**src/rtl/video_pkg.sv**
```systemverilog
// Shared video timing constants and scanout types.
// Default is 640x480@60 with a 320x240 pixel-doubled alias.
package video_pkg;

    localparam int DEF_H_VIS  = 640;
    localparam int DEF_H_FP   = 16;
    localparam int DEF_H_SYNC = 96;
    localparam int DEF_H_BP   = 48;
    localparam int DEF_V_VIS  = 480;
    localparam int DEF_V_FP   = 10;
    localparam int DEF_V_SYNC = 2;
    localparam int DEF_V_BP   = 33;
    localparam int DEF_CW     = 4;
    localparam int DEF_AW     = 19;

    // Framebuffer geometry seen by software in doubled mode
    localparam int LR_H_VIS   = DEF_H_VIS / 2;
    localparam int LR_V_VIS   = DEF_V_VIS / 2;

    typedef enum logic {
        MODE_NATIVE = 1'b0,
        MODE_DOUBLE = 1'b1
    } scan_mode_e;

    typedef struct packed {
        logic hs;
        logic vs;
        logic de;
        logic frame;
    } sync_t;

endpackage

```
**src/rtl/vga_scanout_if.sv**
```systemverilog
// Raster position and sync bundle from the timing generator.
// Signals are combinational in the counter state.
interface vga_scanout_if #(
    parameter int XW = 10,
    parameter int YW = 10
);
    logic [XW-1:0] x;
    logic [YW-1:0] y;
    logic          visible;
    logic          hs;
    logic          vs;
    logic          frame_start;

    modport master (
        output x, y, visible, hs, vs, frame_start
    );

    modport slave (
        input  x, y, visible, hs, vs, frame_start
    );
endinterface

```
**src/rtl/vga_timing.sv**
```systemverilog
// Raster counters and sync decode for the scanout.
// All outputs are decoded from the current counter state.
module vga_timing
    import video_pkg::*;
#(
    parameter int H_VIS  = DEF_H_VIS,
    parameter int H_FP   = DEF_H_FP,
    parameter int H_SYNC = DEF_H_SYNC,
    parameter int H_BP   = DEF_H_BP,
    parameter int V_VIS  = DEF_V_VIS,
    parameter int V_FP   = DEF_V_FP,
    parameter int V_SYNC = DEF_V_SYNC,
    parameter int V_BP   = DEF_V_BP,
    parameter bit HS_POL = 1'b0,
    parameter bit VS_POL = 1'b0
) (
    input  logic          CLK,
    input  logic          RESET_N,
    vga_scanout_if.master tim
);

    localparam int unsigned H_TOT  = H_VIS + H_FP + H_SYNC + H_BP;
    localparam int unsigned V_TOT  = V_VIS + V_FP + V_SYNC + V_BP;
    localparam int          XW     = $clog2(H_TOT);
    localparam int          YW     = $clog2(V_TOT);
    localparam int unsigned HS_BEG = H_VIS + H_FP;
    localparam int unsigned HS_END = H_VIS + H_FP + H_SYNC;
    localparam int unsigned VS_BEG = V_VIS + V_FP;
    localparam int unsigned VS_END = V_VIS + V_FP + V_SYNC;
    localparam int unsigned H_V    = H_VIS;
    localparam int unsigned V_V    = V_VIS;

    localparam logic [XW-1:0] X_LAST = XW'(H_TOT - 1);
    localparam logic [YW-1:0] Y_LAST = YW'(V_TOT - 1);

    logic [XW-1:0] r_x;
    logic [YW-1:0] r_y;
    logic          w_x_wrap;
    logic          w_y_wrap;
    logic          w_hs_act;
    logic          w_vs_act;

    assign w_x_wrap = (r_x == X_LAST);
    assign w_y_wrap = (r_y == Y_LAST);

    always_ff @(posedge CLK or negedge RESET_N) begin
        if (!RESET_N) begin
            r_x <= '0;
            r_y <= '0;
        end else begin
            r_x <= w_x_wrap ? '0 : r_x + XW'(1);
            if (w_x_wrap) begin
                r_y <= w_y_wrap ? '0 : r_y + YW'(1);
            end
        end
    end

    assign w_hs_act = (32'(r_x) >= HS_BEG) && (32'(r_x) < HS_END);
    assign w_vs_act = (32'(r_y) >= VS_BEG) && (32'(r_y) < VS_END);

    assign tim.x           = r_x;
    assign tim.y           = r_y;
    assign tim.visible     = (32'(r_x) < H_V) && (32'(r_y) < V_V);
    assign tim.hs          = w_hs_act ? HS_POL : ~HS_POL;
    assign tim.vs          = w_vs_act ? VS_POL : ~VS_POL;
    assign tim.frame_start = (r_x == '0) && (r_y == '0);

endmodule

```
**src/rtl/vga_scanout.sv**
```systemverilog
// VGA scanout: timing, incremental framebuffer addressing and
// a two-stage pipeline aligning sync with returned pixel data.
module vga_scanout
    import video_pkg::*;
#(
    parameter int H_VIS  = DEF_H_VIS,
    parameter int H_FP   = DEF_H_FP,
    parameter int H_SYNC = DEF_H_SYNC,
    parameter int H_BP   = DEF_H_BP,
    parameter int V_VIS  = DEF_V_VIS,
    parameter int V_FP   = DEF_V_FP,
    parameter int V_SYNC = DEF_V_SYNC,
    parameter int V_BP   = DEF_V_BP,
    parameter bit HS_POL = 1'b0,
    parameter bit VS_POL = 1'b0,
    parameter int CW     = DEF_CW,
    parameter int AW     = DEF_AW
) (
    input  logic          CLK,
    input  logic          RESET_N,
    input  logic          MODE,
    output logic [AW-1:0] ADDR,
    input  logic [3*CW-1:0] DATA,
    output logic [CW-1:0] R,
    output logic [CW-1:0] G,
    output logic [CW-1:0] B,
    output logic          HS,
    output logic          VS,
    output logic          DE,
    output logic          FRAME
);

    localparam int H_TOT = H_VIS + H_FP + H_SYNC + H_BP;
    localparam int V_TOT = V_VIS + V_FP + V_SYNC + V_BP;
    localparam int XW    = $clog2(H_TOT);
    localparam int YW    = $clog2(V_TOT);

    localparam logic [XW-1:0] X_LAST   = XW'(H_TOT - 1);
    localparam logic [YW-1:0] Y_LAST   = YW'(V_TOT - 1);
    localparam logic [XW-1:0] X_VLAST  = XW'(H_VIS - 1);
    localparam logic [AW-1:0] STRIDE_N = AW'(H_VIS);
    localparam logic [AW-1:0] STRIDE_D = AW'(H_VIS / 2);

    localparam sync_t SYNC_IDLE = '{
        hs:    ~HS_POL,
        vs:    ~VS_POL,
        de:    1'b0,
        frame: 1'b0
    };

    vga_scanout_if #(.XW(XW), .YW(YW)) w_tim ();

    vga_timing #(
        .H_VIS  (H_VIS),
        .H_FP   (H_FP),
        .H_SYNC (H_SYNC),
        .H_BP   (H_BP),
        .V_VIS  (V_VIS),
        .V_FP   (V_FP),
        .V_SYNC (V_SYNC),
        .V_BP   (V_BP),
        .HS_POL (HS_POL),
        .VS_POL (VS_POL)
    ) u_timing (
        .CLK     (CLK),
        .RESET_N (RESET_N),
        .tim     (w_tim)
    );

    scan_mode_e    r_mode;
    logic [AW-1:0] r_base;
    logic [AW-1:0] r_addr;
    sync_t         r_s1;
    sync_t         r_s2;

    logic [AW-1:0] w_col;
    logic [AW-1:0] w_stride;
    logic          w_line_end;
    logic          w_frame_end;
    logic          w_base_step;
    sync_t         w_s0;

    // Doubled mode steps the base only after the odd line of each pair
    always_comb begin
        w_col       = AW'(w_tim.x);
        w_stride    = STRIDE_N;
        w_base_step = 1'b0;
        w_line_end  = w_tim.visible && (w_tim.x == X_VLAST);
        w_frame_end = (w_tim.x == X_LAST) && (w_tim.y == Y_LAST);
        if (r_mode == MODE_DOUBLE) begin
            w_col       = AW'(w_tim.x >> 1);
            w_stride    = STRIDE_D;
            w_base_step = w_line_end && w_tim.y[0];
        end else begin
            w_base_step = w_line_end;
        end
    end

    always_ff @(posedge CLK or negedge RESET_N) begin
        if (!RESET_N) begin
            r_mode <= MODE_NATIVE;
            r_base <= '0;
            r_addr <= '0;
        end else begin
            if (w_tim.frame_start) begin
                r_mode <= scan_mode_e'(MODE);
            end
            if (w_frame_end) begin
                r_base <= '0;
            end else if (w_base_step) begin
                r_base <= r_base + w_stride;
            end
            if (w_tim.visible) begin
                r_addr <= r_base + w_col;
            end
        end
    end

    assign w_s0 = '{
        hs:    w_tim.hs,
        vs:    w_tim.vs,
        de:    w_tim.visible,
        frame: w_tim.frame_start
    };

    // Two stages match the one-clock framebuffer read after ADDR
    always_ff @(posedge CLK or negedge RESET_N) begin
        if (!RESET_N) begin
            r_s1 <= SYNC_IDLE;
            r_s2 <= SYNC_IDLE;
        end else begin
            r_s1 <= w_s0;
            r_s2 <= r_s1;
        end
    end

    assign ADDR  = r_addr;
    assign HS    = r_s2.hs;
    assign VS    = r_s2.vs;
    assign DE    = r_s2.de;
    assign FRAME = r_s2.frame;
    assign R     = r_s2.de ? DATA[3*CW-1:2*CW] : '0;
    assign G     = r_s2.de ? DATA[2*CW-1:CW]   : '0;
    assign B     = r_s2.de ? DATA[CW-1:0]      : '0;

endmodule

```
**config.mk**
```make
export PLATFORM = sky130hd
export DESIGN_NAME = vga_scanout
export DESIGN_NICKNAME = d
export VERILOG_FILES = /design/src/rtl/video_pkg.sv /design/src/rtl/vga_scanout_if.sv /design/src/rtl/vga_timing.sv /design/src/rtl/vga_scanout.sv
export SDC_FILE = /design/constraint.sdc
export NUM_CORES = 1
export LEC_CHECK = 0
export BUFFER_PORTS_ARGS = -buffer_cell sky130_fd_sc_hd__buf_4
export CAP_MARGIN = 20
export CORE_ASPECT_RATIO = 1.1
export CORE_UTILIZATION = 53
export CTS_BUF_LIST = sky130_fd_sc_hd__clkbuf_2 sky130_fd_sc_hd__clkbuf_4 sky130_fd_sc_hd__clkbuf_8
export CTS_CLUSTER_SIZE = 24
export DETAILED_ROUTE_END_ITERATION = 7
export PLACE_DENSITY = 0.8
export SETUP_SLACK_MARGIN = 0.5
export SYNTH_ARGS = -nofsm -noshare
export SYNTH_HDL_FRONTEND = slang
export SYNTH_SLANG_ARGS = --single-unit
```
**constraint.sdc**
```tcl
create_clock -name CLK -period 2.76 [get_ports CLK]
set_input_delay 0.414 -clock CLK [delete_from_list [all_inputs] [get_ports CLK]]
set_output_delay 0.414 -clock CLK [all_outputs]
set_load 0.01 [all_outputs]
```
== After elaboration in Yosys (flattened, before gate mapping) ==
Index checks and enable logic that the tools add are counted.

* Divide/modulo/power cells: 0
* Shift operators: 0
* Magnitude comparators: 6
* $add $sub $neg: 4
* Reductions and logical operators: 10
* Eq/ne operators: 3
* Multiply operators: 0
* Bitwise operators: 0
* Mux-type cells: 12

{| class="wikitable"
|+ Operators with widths
! kind !! count
|-
| 10-bit two-way mux || 4
|-
| 19-bit by 10-bit adder with 19-bit output || 2
|-
| 19-bit two-way mux || 2
|-
| 10-bit equality test, second input constant || 3
|-
| 10-bit by 1-bit adder with 10-bit output, second input constant || 2
|-
| 10-bit zero test || 2
|-
| 10-bit less-than comparator, second input constant || 2
|-
| 10-bit by 9-bit less-than comparator with 1-bit output, second input constant || 2
|-
| 4-bit two-way mux || 3
|-
| 10-bit greater-or-equal comparator, second input constant || 1
|-
| 10-bit by 9-bit greater-or-equal comparator with 1-bit output, second input constant || 1
|-
| 1-bit logical AND || 7
|-
| 1-bit two-way mux || 3
|-
| 2-bit nonzero test || 1
|}

* Logic and storage cells: 48
* ROM bits: 0
* Memories kept: 0
* Memory bits (writable): 0
* Input bits: 15
* Bits in latches: 0
* Flip-flop bits (word level): 67
* Output and inout port bits: 35

== Depth between registers and ports, before layout ==
Gate-level depths: netlist (run 1).

* Depth after elaboration: 7
* Gate-level depth with buffers: 10

== Hierarchy ==
Synthesis (run 1) repeated with hierarchy kept, for this count alone.

* Cell total of the unflattened synthesis: 367
* Area, all modules: 3595.9 um^2

{| class="wikitable"
|+ By module, submodules not included
! module !! sequential area each (um^2) !! cells each !! area an instance (um^2) !! times used
|-
| vga_scanout || 1031.0 || 250 || 2419.8 || 1
|-
| vga_timing || 500.5 || 117 || 1176.1 || 1
|}

== Worst setup path after synthesis (run 1) ==
No wires, ideal clock.

* Path type: register -> register
* From: register r_mode
* To: register r_addr[18] (netlist: ADDR[18])
* Stages on the path, launching flop included: 10
* Clock period less this slack: 2.748 ns
* Slack: 0.012 ns
* Setup time: 0.082 ns
* Arrival time: 2.666 ns
* Path through: dfrtp_1 -> buf_2 -> buf_1 -> mux2_2 -> ha_1 -> o21ai_0 -> o21bai_1 -> nor2_1 -> or3_1 -> a31oi_1

* Word-level cells in the longest chain between the ends: 2

{| class="wikitable"
|+ Ends and longest elaborated chain
! what !! line !! text
|-
| from (decl) || vga_scanout.sv:70 || <nowiki>scan_mode_e r_mode;</nowiki>
|-
| from (signal assigned) || vga_scanout.sv:106 || <nowiki>r_mode <= scan_mode_e'(MODE);</nowiki>
|-
| 10-bit two-way mux || vga_scanout.sv:90 || <nowiki>if (r_mode == MODE_DOUBLE) begin</nowiki>
|-
| 19-bit by 10-bit adder with 19-bit output || vga_scanout.sv:114 || <nowiki>r_addr <= r_base + w_col;</nowiki>
|-
| to (signal assigned) || vga_scanout.sv:114 ||
|-
| to (decl) || vga_scanout.sv:72 || <nowiki>logic [AW-1:0] r_addr;</nowiki>
|}

No other way between the ends.
A chain may end at the register's enable or synchronous reset.

== Worst setup path in the final report (run 1) ==
* From: register r_mode
* To: register r_base[12]

* Word-level cells in the longest chain between the ends: 4

{| class="wikitable"
|+ Ends and longest elaborated chain
! what !! line !! text
|-
| 10-bit two-way mux || vga_scanout.sv:90 ||
|-
| 19-bit by 10-bit adder with 19-bit output || vga_scanout.sv:111 || <nowiki>r_base <= r_base + w_stride;</nowiki>
|-
| 19-bit two-way mux || vga_scanout.sv:110 || <nowiki>end else if (w_base_step) begin</nowiki>
|-
| 19-bit two-way mux || vga_scanout.sv:108 || <nowiki>if (w_frame_end) begin</nowiki>
|-
| to (signal assigned) || vga_scanout.sv:111 ||
|-
| to (decl) || vga_scanout.sv:71 || <nowiki>logic [AW-1:0] r_base;</nowiki>
|}

Parallel ways exist; a longest one is shown, timed or not. The select of a mux whose other input is x is not followed.

==> out/metrics.cfg, run 1 <==
[floorplanning]
dieArea_mm2=0.00657
num_rows=29
start_util=0.560
die_w_um=77.4
io_pins=50
die_height_um=84.9
core_area_mm2=0.00591

[timing]
max_freq_ghz=0.443
period_minus_slack_ps=2260
setup_violations=0
setup_tns_ps=0
rsz0062_at_grt=yes
setup_slack_ps=505
period_share=0.817
skew_ps=9.04
tightest_slew_ps=737
hold_violations=0
maxSlewHeadroom=0.509
maxSlewViolCount=0

[place]
placed_cell_area_mm2=0.00375
hpwl_um=4950
numPortBuffers=49
place_ws_ps=347
place_congestion=0.836

[yosys]
yosysWarnings=0
synth_top_area_cell=dfrtp_1
synthTopCellsByArea=dfrtp_1, xor2_1, ha_1
syn_area_mm2=0.00331
synth_edf_count=0
post-synth-top-area-fraction=0.430
synthCells=331
synth.distinct_cells=54
synth-main-ff-cell=dfrtp_1
syn_nets=360
synth_seq_area_share=0.462
async_flop_share=1.00
ys_ff_latch=61
synth.avg_cell_area_um2=10.0

[worst_setup_path]
r2r-start=r_mode$_DFFE_PN0P_
criticalPathCategory=register to register
cpMaxStageDelayCell=fa_1
crit_path_cell_trace=buf_4 > fa_1 > nor2b_1 > o21a_1 > o2111ai_4 > or3_1 > a21oi_1
reg2reg_setup_slack_ps=500
endpoint_kind=register
required_ps=3030
arrival_ps=2520
cp-start-kind=register
worst-path-max-fanout=10
ff2ff_path_depth=7
worstReg2RegEnd=r_base[12]$_DFFE_PN0P_
max_stage_delay_ps=470

[final_layout]
fin_area_mm2=0.00401
nets=412
fillers=462
drive_gt1_frac=0.247
antenna_cells=0
area_delta_synth_final_pct=21.0

[detailed_routing]
routed_wirelength_um=6930
drtIter0Drc=223
drc=0
viasPerCell=5.56
antenna_left=0
avgRoutedWirePerCell_um=14.9
num_vias=2584
drt_first_pass_iters=4

[global_route]
grt_overflow=0
grt_pass1_wl_um=11700
grt_pass1_vias=2520
grt_usage=0.233
grt_max_degree=62
antenna_found_initial=0

[clock_tree]
cts_tree=done
cts_root_buf=clkbuf_8
cts_buffer_depth=2
path_clk_slew_ps=70
htree_levels=3
cts_made_buffers=9
cts_sinks=61
ctsHoldBuffers=0
clk_latency_ps=340

[status]
outcome=finished, final reports clean

[run]
cap_violations=0

[power]
ir_drop_mv=0.271
p_leak_nw=1.86
p_per_area_mw_per_mm2=441

[worst_hold_path]
hold_class=input pin to asynchronous set/reset pin

[what timing repair did]
action	in CTS	in global routing
pin swaps	1	1
endpoints found under the setup margin	14	13
setup buffers	3	0
gates resized for setup	4	4
endpoints found under the hold margin	0	0
[cells by family (layout without fill, tap and decap cells)]
logic type               Yosys count  after routing  share of synthesized area
adder cells (fa/ha/maj)           14             14                     0.0551
AND/OR/NAND/NOR                  121            121                      0.190
other                              1              1                    0.00113
flip-flops                        61             61                      0.462
buffers and inverters             28             85                     0.0423
multiplexers                      10             10                     0.0317
AO/OA/AOI/OAI                     64             64                      0.133
XOR/XNOR                          32             32                     0.0846
[per-stage QoR]
step	utilization	total power, mW	instances	hold slack, ps
floorplan	-	0.949	331	118
global placement	0.634	0.999	446	336
detailed placement	0.634	1.00	446	336
CTS	0.674	1.79	465	160
global route	0.678	1.84	465	185
finish	0.678	1.77	465	125
[synth_stat cells, types with 8 or more instances]
| cell type | number |
|---|---|
| dfrtp_1 | 57 |
| xnor2_1 | 10 |
| ha_1 | 13 |
| xor2_1 | 22 |
| o21ai_0 | 31 |
| and2_1 | 13 |
| nor2_1 | 19 |
| inv_1 | 12 |
| a21oi_1 | 8 |
| nand2_1 | 35 |
| nand3_1 | 14 |
[flip-flops by register name (all words and copies together) (netlist names)]
| signal | count |
|---|---|
| r_mode | 1 |
| u_timing.tim.x | 10 |
| VS | 1 |
| r_s1 | 4 |
| ADDR | 19 |
| DE | 1 |
| HS | 1 |
| FRAME | 1 |
| u_timing.tim.y | 10 |
| r_base | 13 |
[layout by cell type, fill, tap and decap left out, types with 3 or more instances in the layout]
cell	netlist	final
nand2_1	35	35
clkinv_2	0	4
or3_1	6	6
o2bb2ai_1	3	3
nor4_1	5	4
inv_1	12	12
ha_1	13	11
dfstp_2	4	4
o21ai_0	31	29
nand4_1	6	6
nor3_1	5	5
clkbuf_8	0	10
o31ai_1	3	3
a21oi_1	8	8
xor2_1	22	22
and2_1	13	13
dfrtp_1	57	55
mux2_2	4	3
buf_4	0	56
xnor2_1	10	10
nand3_1	14	14
nor2_1	19	18
mux2i_1	6	6
[area by class of cell]
class,instances,area [um2],area share
flip-flops and latches,61,1530,0.383
inverters,13,61.3,0.0153
clock inverters,5,50.0,0.0125
repair buffers,56,420,0.105
clock buffers,11,145,0.0362
multi-input cells,242,1700,0.425
well taps,77,96.3,0.0240
[worst max-delay path: cells and delay by family (launching register included)]
kind | cells | cell delay, ps
compound gates | 3 | 540
simple gates | 2 | 510
fa+ha+maj | 1 | 470
flops | 1 | 450
buf+inv | 1 | 200
[worst max-delay path by stage]
stage | from | endpoint | slack, ps | depth (start not counted)
finish | r_mode$_DFFE_PN0P_ | r_base[12]$_DFFE_PN0P_ | 500 | 7
global route | r_mode$_DFFE_PN0P_ | r_base[13]$_DFFE_PN0P_ | 390 | 8
CTS | r_mode$_DFFE_PN0P_ | r_base[12]$_DFFE_PN0P_ | 520 | 7
detailed placement | r_mode$_DFFE_PN0P_ | ADDR[16]$_DFFE_PN0P_ | 350 | 7
global placement | r_mode$_DFFE_PN0P_ | ADDR[18]$_DFFE_PN0P_ | 470 | 7
floorplan | r_mode$_DFFE_PN0P_ | ADDR[18]$_DFFE_PN0P_ | 510 | 9
[per-layer routing]
layer	wire length, um	up-vias	global-route usage
met5	0	-	0
met1	2890	1232	0.277
met4	157	0	0.127
met3	437	12	0.0527
li1	-	1255	-
met2	3450	85	0.393
[power breakdown]
group | internal [mW] | total [mW] | switching, mW | leakage [nW]
combinational | 0.0407 | 0.0838 | 0.0430 | 0.960
clock | 0.445 | 0.784 | 0.339 | 0.106
sequential | 0.898 | 0.901 | 0.00302 | 0.799
total | 1.38 | 1.77 | 0.385 | 1.86
Power figures use the tool's default switching activity.
==> inputs of run 2 (changes only) <==
clock period = 2 ns   (was 2.76 ns; I/O delays follow)
==> run 2 against run 1 <==
  * The run now ends with setup timing left
  * Register-to-register slack worse by 640 ps
  * Critical path depth is 1 higher
  * Final cell count is 10% higher
  * Final area is 22% higher
  * Clock power is 58% higher
  * Maximum frequency is 5.4% higher
  * Global-route usage is 4.5 points higher
  * Power is 48% higher
  * First-iteration DRC count is 14% higher
  * Clock skew is 4.4 ps higher
  * Highest routed layer unchanged
==> out/metrics.cfg, run 2 (synthesized netlist as in run 1, its figures left out) <==
[status]
outcome=complete, but fails checks
violations=setup timing

[place]
place_congestion=0.874
hpwl_um=5440
numPortBuffers=49

[power]
ir_drop_mv=0.436
total_power_mw=2.62
p_leak_nw=2.23
p_per_area_mw_per_mm2=536

[clock_tree]
htree_levels=3
path_clk_slew_ps=80
cts_buffer_depth=2
cts_sinks=61
clk_latency_ps=360
ctsHoldBuffers=0
cts_tree=done
cts_made_buffers=9
cts_root_buf=clkbuf_8

[worst_setup_path]
cp-start-kind=register
worst-path-max-fanout=6
endpoint_kind=register
r2r-start=r_mode$_DFFE_PN0P_
ff2ff_path_depth=8
startpoint=r_mode$_DFFE_PN0P_
criticalPathCategory=register to register
reg2reg_setup_slack_ps=-140
required_ps=2230
arrival_ps=2370

[floorplanning]
die_w_um=77.4
num_rows=29
core_area_mm2=0.00591
start_util=0.560
die_height_um=84.9
dieArea_mm2=0.00657
io_pins=50

[timing]
setup_violations=14
hold-worst-slack_ps=11.5
period_share=1.07
skew_ps=13.5
setup_slack_ps=-140
rsz0062_at_grt=yes
max_freq_ghz=0.467
hold_violations=0
maxSlewViolCount=0
period_minus_slack_ps=2140
setup_tns_ps=-1080
tightest_slew_ps=956
maxSlewHeadroom=0.357

[detailed_routing]
avgRoutedWirePerCell_um=18.3
routed_wirelength_um=9400
viasPerCell=5.85
drc=0
drtIter0Drc=255
num_vias=2999
antenna_left=0
drt_first_pass_iters=5

[final_layout]
final_common_cell=buf_4
area_delta_synth_final_pct=47.2
antenna_cells=0
fillers=287
drive_gt1_frac=0.470
largest_register_ffs=19
most-common-layout-cells=buf_4, dfrtp_1, nand2_1
nets=460

[global_route]
grt_max_degree=62
grt_usage=0.279
antenna_found_initial=0
grt_pass1_vias=2988
grt_pass1_wl_um=14000
grt_overflow=0

[run]
cap_violations=0

[worst_hold_path]
hold_class=input pin to asynchronous set/reset pin

-- run 2: routing by layer --
layer  vias up  GRT usage  wire length (um)
met3        37     0.0624               516
met2       139      0.468              4960
met4         0      0.199               371
met5         -          0                 0
met1      1473      0.313              3550
li1       1350          -                 -
-- run 2: final timing paths --
| check | end |
|---|---|
| worst min register to register | FRAME$_DFF_PN0_ |
| worst max-delay path | r_base[18]$_DFFE_PN0P_ |
| min in group CLK | r_mode$_DFFE_PN0P_ |
| worst min-delay path | ADDR[15]$_DFFE_PN0P_ |
| max in group asynchronous | u_timing.tim.x[2]$_DFF_PN0_ |
| worst max register to register | r_base[18]$_DFFE_PN0P_ |
-- run 2: critical path, stage by stage, from the launching register on --
cell and delay [ps]:
dfrtp_2 480, buf_6 150, fa_2 380, nor2b_1 180, o21a_2 210, o2111ai_4 140, buf_6 160, o211ai_1 210
o31ai_1 110
-- run 2: final cells by class --
type | instances | area [um2] | share of cell area
flip-flops and latches | 61 | 1540 | 0.315
repair buffers | 104 | 853 | 0.175
multi-input cells | 242 | 2110 | 0.432
well taps | 77 | 96.3 | 0.0197
clock inverters | 7 | 100 | 0.0205
inverters | 13 | 61.3 | 0.0126
clock buffers | 9 | 124 | 0.0254
-- run 2: repair_timing --
action                                  in CTS  in global routing
pin swaps                                   15                 24
endpoints found under the setup margin      48                 60
gates resized for setup                     45                 52
endpoints found under the hold margin        0                  0
buffers inserted                            10                  8
-- run 2: report_power, final --
group | switching [mW] | internal (mW)
sequential | 0.00507 | 1.24
clock | 0.537 | 0.707
combinational | 0.0657 | 0.0652
total | 0.607 | 2.01
-- run 2: metrics by stage --
step,cell area (um2),setup WS (ps),util,cells
finish,4880,-140,0.825,513
global route,4880,-247,0.825,513
CTS,4630,-71.5,0.782,505
detailed placement,4150,-145,0.702,479
global placement,4150,-19.1,0.702,479
floorplan,3530,-164,-,331
